--- src/rtl/uart_arb_pkg.sv ---
// Shared types and register map for the multi-core UART bus arbiter.
// Register offsets are those of the UART core's device port.
package uart_arb_pkg;

  typedef enum logic {
    UNLOCKED = 1'b0,
    LOCKED   = 1'b1
  } lock_state_t;

  localparam int unsigned UartRxReg     = 32'h0;
  localparam int unsigned UartTxReg     = 32'h1;
  localparam int unsigned UartStatusReg = 32'h2;

  localparam logic [7:0] NewlineChar = 8'h0A;

  function automatic logic is_newline(input logic [7:0] ch);
    return ch == NewlineChar;
  endfunction

endpackage

--- src/rtl/uart_rr_picker.sv ---
// Combinational round-robin picker: grants the first eligible index at or
// after ptr, wrapping from N-1 back to 0.
module uart_rr_picker
  import uart_arb_pkg::*;
#(
  parameter int N    = 4,
  parameter int IdxW = (N > 1) ? $clog2(N) : 1
) (
  input  logic [N-1:0]    eligible,
  input  logic [IdxW-1:0] ptr,
  output logic [N-1:0]    gnt,
  output logic [IdxW-1:0] gnt_idx
);

  localparam int SumW = IdxW + 1;

  logic            found;
  logic [SumW-1:0] cand_sum;
  logic [IdxW-1:0] cand;

  // One extra bit in the sum lets ptr+offset be wrapped for any N, not only powers of two.
  always_comb begin
    gnt      = '0;
    gnt_idx  = '0;
    found    = 1'b0;
    cand_sum = '0;
    cand     = '0;
    for (int off = 0; off < N; off++) begin
      cand_sum = {1'b0, ptr} + SumW'(off);
      if (cand_sum >= SumW'(N)) begin
        cand_sum = cand_sum - SumW'(N);
      end
      cand = cand_sum[IdxW-1:0];
      if (!found && eligible[cand]) begin
        found        = 1'b1;
        gnt[cand]    = 1'b1;
        gnt_idx      = cand;
      end
    end
  end

endmodule

--- src/rtl/uart_bus_arbiter.sv ---
// Shares one UART device port between NumReq cores with round-robin grants,
// one-cycle response routing and a per-line TX lock so lines never interleave.
module uart_bus_arbiter
  import uart_arb_pkg::*;
#(
  parameter int NumReq      = 4,
  parameter int DataWidth   = 32,
  parameter int RegAddr     = 12,
  parameter int LockTimeout = 4096
) (
  input  logic                        clk_i,
  input  logic                        rst_i,
  input  logic [NumReq-1:0]           req_i,
  input  logic [NumReq*RegAddr-1:0]   addr_i,
  input  logic [NumReq-1:0]           we_i,
  input  logic [NumReq*4-1:0]         be_i,
  input  logic [NumReq*DataWidth-1:0] wdata_i,
  output logic [NumReq-1:0]           gnt_o,
  output logic [NumReq-1:0]           rvalid_o,
  output logic [DataWidth-1:0]        rdata_o,
  output logic                        device_req_o,
  output logic [RegAddr-1:0]          device_addr_o,
  output logic                        device_we_o,
  output logic [3:0]                  device_be_o,
  output logic [DataWidth-1:0]        device_wdata_o,
  input  logic                        device_rvalid_i,
  input  logic [DataWidth-1:0]        device_rdata_i
);

  localparam int IdxW = $clog2(NumReq);
  localparam int CntW = $clog2(LockTimeout + 1);

  logic [NumReq-1:0] tx_write;
  logic [NumReq-1:0] newline;
  logic [NumReq-1:0] blocked;
  logic [NumReq-1:0] eligible;
  logic [NumReq-1:0] gnt;
  logic [IdxW-1:0]   gnt_idx;
  logic              gnt_any;
  logic              gnt_tx;
  logic              gnt_nl;
  logic [IdxW-1:0]   next_ptr;

  logic [IdxW-1:0]   ptr_q;
  lock_state_t       lock_q;
  logic [IdxW-1:0]   owner_q;
  logic [CntW-1:0]   cnt_q;
  logic [IdxW-1:0]   owner_rsp_q;
  logic              rsp_pend_q;

  // Only TX data writes from non-owners are held back; every other access passes.
  for (genvar g = 0; g < NumReq; g++) begin : g_decode
    assign tx_write[g] = req_i[g] & we_i[g] & be_i[4*g]
                       & (addr_i[g*RegAddr +: RegAddr] == RegAddr'(UartTxReg));
    assign newline[g]  = is_newline(wdata_i[g*DataWidth +: 8]);
    assign blocked[g]  = (lock_q == LOCKED) && (owner_q != IdxW'(g)) && tx_write[g];
    assign rvalid_o[g] = device_rvalid_i & rsp_pend_q & (owner_rsp_q == IdxW'(g));
  end

  assign eligible = req_i & ~blocked & {NumReq{~rst_i}};

  uart_rr_picker #(
    .N    (NumReq),
    .IdxW (IdxW)
  ) u_picker (
    .eligible (eligible),
    .ptr      (ptr_q),
    .gnt      (gnt),
    .gnt_idx  (gnt_idx)
  );

  assign gnt_o    = gnt;
  assign gnt_any  = |gnt;
  assign gnt_tx   = gnt_any & tx_write[gnt_idx];
  assign gnt_nl   = newline[gnt_idx];
  assign next_ptr = (gnt_idx == IdxW'(NumReq - 1)) ? '0 : gnt_idx + 1'b1;
  assign rdata_o  = device_rdata_i;

  // The grant is one-hot, so a plain priority mux selects the single active payload.
  always_comb begin
    device_req_o   = gnt_any;
    device_addr_o  = '0;
    device_we_o    = 1'b0;
    device_be_o    = '0;
    device_wdata_o = '0;
    for (int i = 0; i < NumReq; i++) begin
      if (gnt[i]) begin
        device_addr_o  = addr_i[i*RegAddr +: RegAddr];
        device_we_o    = we_i[i];
        device_be_o    = be_i[i*4 +: 4];
        device_wdata_o = wdata_i[i*DataWidth +: DataWidth];
      end
    end
  end

  // Pointer and the record of who is owed next cycle's response.
  always_ff @(posedge clk_i) begin
    if (rst_i) begin
      ptr_q       <= '0;
      owner_rsp_q <= '0;
      rsp_pend_q  <= 1'b0;
    end else begin
      if (gnt_any) begin
        ptr_q <= next_ptr;
      end
      owner_rsp_q <= gnt_idx;
      rsp_pend_q  <= gnt_any;
    end
  end

  // An owner write outranks the timeout, so a newline on the timeout cycle releases only once.
  always_ff @(posedge clk_i) begin
    if (rst_i) begin
      lock_q  <= UNLOCKED;
      owner_q <= '0;
      cnt_q   <= '0;
    end else begin
      case (lock_q)
        UNLOCKED: begin
          if (gnt_tx && !gnt_nl) begin
            owner_q <= gnt_idx;
            cnt_q   <= '0;
            lock_q  <= LOCKED;
          end
        end
        LOCKED: begin
          if (gnt_tx && (gnt_idx == owner_q)) begin
            cnt_q <= '0;
            if (gnt_nl) begin
              lock_q <= UNLOCKED;
            end
          end else if (cnt_q == CntW'(LockTimeout - 1)) begin
            cnt_q  <= '0;
            lock_q <= UNLOCKED;
          end else begin
            cnt_q <= cnt_q + 1'b1;
          end
        end
        default: begin
          lock_q <= UNLOCKED;
          cnt_q  <= '0;
        end
      endcase
    end
  end

endmodule

--- config.mk ---
export PLATFORM = sky130hd
export DESIGN_NAME = uart_bus_arbiter
export DESIGN_NICKNAME = d
export VERILOG_FILES = /design/src/rtl/uart_arb_pkg.sv /design/src/rtl/uart_rr_picker.sv /design/src/rtl/uart_bus_arbiter.sv
export SDC_FILE = /design/constraint.sdc
export NUM_CORES = 1
export LEC_CHECK = 0
export CAP_MARGIN = 5
export CORE_AREA = 2 2 127 129
export DETAILED_ROUTE_END_ITERATION = 10
export DIE_AREA = 0 0 129 131
export GPL_ROUTABILITY_DRIVEN = 0
export HOLD_SLACK_MARGIN = 0.1
export PLACE_DENSITY = 0.72
export RECOVER_POWER = 100
export SETUP_SLACK_MARGIN = 0.05
export SKIP_LAST_GASP = 1
export SLEW_MARGIN = 40
export SYNTH_ARGS = -nofsm -noshare
export SYNTH_HDL_FRONTEND = slang
export SYNTH_HIERARCHICAL = 1
export SYNTH_SLANG_ARGS = --single-unit
--- constraint.sdc ---
create_clock -name clk_i -period 9.5 [get_ports clk_i]
set_input_delay 0.95 -clock clk_i [delete_from_list [all_inputs] [get_ports clk_i]]
set_output_delay 0.95 -clock clk_i [all_outputs]
set_load 0.03 [all_outputs]
==> out/metrics.cfg <==
[global_routing]
grt.overflow.total = 0
grt_pass1_wl_mm = 22.6
grt_max_degree = 101
antenna_found_initial = 8
grt_usage_pct = 17.3
grt_pass1_vias = 4161

[final_layout]
syn_to_final_growth_pct = 76.3
final_nets = 971
fill_cells = 1636
layout-drive-gt1-share_pct = 3.57
stdcell_count = 948
final_area_mm2 = 0.00606

[clock_network]
clock_latency_ns = 0.25
root_buffer = clkbuf_16
postCtsSetupBuffers = 0
tritoncts = built
ctsHtreeMaxLevel = 1
clock_path_buffers = 2
cts_made_buffers = 3
cts.clk_slew.worst_paths_ns = 0.05
cts_resized = 0
holdBufCountCts = 0
cts.sinks = 21

[timing]
finalCritPeriodShare_pct = 81.8
tightestPinTransition_ns = 1.19
holdWs_ns = 0.484
max_freq_mhz = 129
slew_headroom_pct = 19.6
finalHoldViolations = 0
skew_ns = 0.00223
setup_viol_count_final = 0
slew_viol_final = 0
rsz0062_at_grt = no
period_needed_ns = 7.77
finalSetupTns_ns = 0

[floorplan]
fp.dieH_um = 131
core_area_mm2 = 0.0156
die_x_um = 129
io_pins = 325
rows = 46
die_area_mm2 = 0.0169
start_util_pct = 22.0

[synthesis]
synth_nets = 773
ys_types = 56
synth_edf_count = 0
synth_area_mm2 = 0.00343
synth_top_cells_by_count = 71 x nand2_1, 64 x nor2_1, 62 x o21ai_0, 53 x a21oi_1, 48 x a22oi_1
ys_seq_area_share_pct = 12.2
syn_avg_cell_area_um2 = 6.47
yosysTopAreaCellShare_pct = 12.2
synthCells = 531
dominantRegCellSynth = dfxtp_1
ys_async_sr_fraction_pct = 0
yosysMostFrequentCell = nand2_1
yosysTopAreaCell = dfxtp_1
synth_seq_cells = 21
yosys-top-cells-area = dfxtp_1 12%, a22oi_1 10%, o21ai_0 9.0%
yosys_warnings = 6

[worst_setup_path]
cp-start-kind = primary input
r2r_slack_ns = 4.11
cp_max_fo = 79
critPathKind = primary input to output pin
endpoint_kind = output pin
worst_ep_arrival_time_ns = 6.82
rr_startpoint = ptr_q[0]
rr_endpoint = cnt_q[4]
required_ns = 8.55
ff2ff_path_depth = 12

[routing]
vias = 4744
drt-total-wl_mm = 16.5
vias_per_cell = 5.00
wl_per_cell_um = 17.4
drc = 0
drtPass1Iterations = 5
drtIter0Drc = 298
antenna_left = 0

[job]
cap_violations = 0

[min_path]
whs_endpoint = cnt_q[12]
min_from = cnt_q[12]
min_path_type = flop to flop
whs_path_depth = 1

[pwr]
power_density_mw_per_mm2 = 308
vdd_ir_drop_max_mv = 0.164
p_leak_nw = 2.22

[status]
outcome = complete, no violations

[placed_design]
place_area_mm2 = 0.00599
port-buffer-count = 260
dp_hpwl_mm = 13.6
dp.cells = 939

## worst max-delay path: stages
cell and delay (ns):
dlygate4sd3_1 0.57, nor4bb_1 0.61, nand4_1 0.24, o211a_1 0.34, mux4_2 0.50, nand2b_1 0.18, nor3_1 0.92, o2bb2ai_4 0.33
buf_4 0.69, a21oi_1 0.22, o21ai_0 0.41, dlygate4sd3_1 0.80
## sequential cells by signal, indices dropped and copies added, names as in the netlist
name,cells
cnt_q,13
lock_q,1
owner_q,2
owner_rsp_q,2
ptr_q,2
rsp_pend_q,1
## power by group
| group | switching, W | internal [W] | total [W] |
|---|---|---|---|
| Clock | 0.0000301 | 0.0000571 | 0.0000872 |
| Combinational | 0.00105 | 0.000611 | 0.00166 |
| Sequential | 0.0000156 | 0.0000978 | 0.000113 |
| Total | 0.00110 | 0.000766 | 0.00187 |
## layer usage
metal / track usage, % / up-vias / share of wire (%) / routed length [um]
met3: 5.99 / 46 / 10 / 1680
met4: 6.52 / 8 / 3.4 / 558
met2: 27.5 / 229 / 45 / 7430
li1: - / 2307 / - / -
met5: 0 / - / 0.29 / 48
met1: 21.8 / 2154 / 41 / 6790
## per-stage QoR
| stage | setup slack [ns] | power, W | utilization, % |
|---|---|---|---|
| 6_report | 1.73 | 0.00187 | 38.8 |
| 5_1_grt | 1.41 | 0.00200 | 38.8 |
| 4_1_cts | 2.14 | 0.00196 | 38.9 |
| 3_5_place_dp | 2.14 | 0.00187 | 38.4 |
| 3_3_place_gp | 2.25 | 0.00186 | 38.4 |
| 2_1_floorplan | 3.56 | 0.00122 | - |
## worst max-delay path by stage
stage	from	slack, ns	cells past startpoint	end
detailed placement	addr_i[12]	2.14	15	device_wdata_o[23]
floorplan	addr_i[39]	3.56	14	device_addr_o[0]
finish	addr_i[14]	1.73	12	device_wdata_o[25]
CTS	addr_i[12]	2.14	15	device_wdata_o[23]
global placement	addr_i[0]	2.25	15	device_wdata_o[23]
global route	addr_i[14]	1.41	16	device_wdata_o[19]
## kinds of logic after synthesis
group | Yosys count | share of synthesized area [%]
buffers and inverters | 81 | 13.0
AOI/OAI and AO/OA | 195 | 35.4
muxes | 10 | 4.41
and+or+nand+nor | 211 | 30.9
xor gates and xnor gates | 6 | 1.53
DFF | 21 | 12.2
adders and majority gates | 7 | 2.55
## layout make-up
type,count,area [um^2],share of cell area [%]
timing repair buffer,265,2660,43.9
multi-input combinational,429,2580,42.6
sequential,21,420,6.94
tap,216,270,4.46
clock buffer,4,78.8,1.30
inverter,9,33.8,0.558
antenna,4,10.0,0.165
## cells in the final DEF, fill, tap and decap left out, types with 3 or more instances in the layout
master           Yosys  routed
buf_4               32       3
mux4_2               4       4
o21ai_0             62      62
inv_1                9       9
a21oi_1             53      53
clkbuf_16            0       4
o211a_1              4       4
diode_2              0       4
mux2i_1              5       5
o21bai_1             3       3
nand4_1              5       5
nand2_1             71      71
nand3_1              8       8
xnor2_1              5       5
and3b_1              3       3
nor2b_1              7       7
o2bb2ai_4            0       3
or4b_2               8       8
clkdlybuf4s50_1      0     203
dlygate4sd3_1        0      57
nor4_1               8       9
a21o_1               4       4
nor4bb_1             3       3
ha_1                 7       7
nor2_1              64      64
a22oi_1             48      48
nor3_1              12      14
nand2b_1             2       3
dfxtp_1             21      21
and3_1               6       6
a221oi_1             4       4
(Power assumes the default switching activity.)
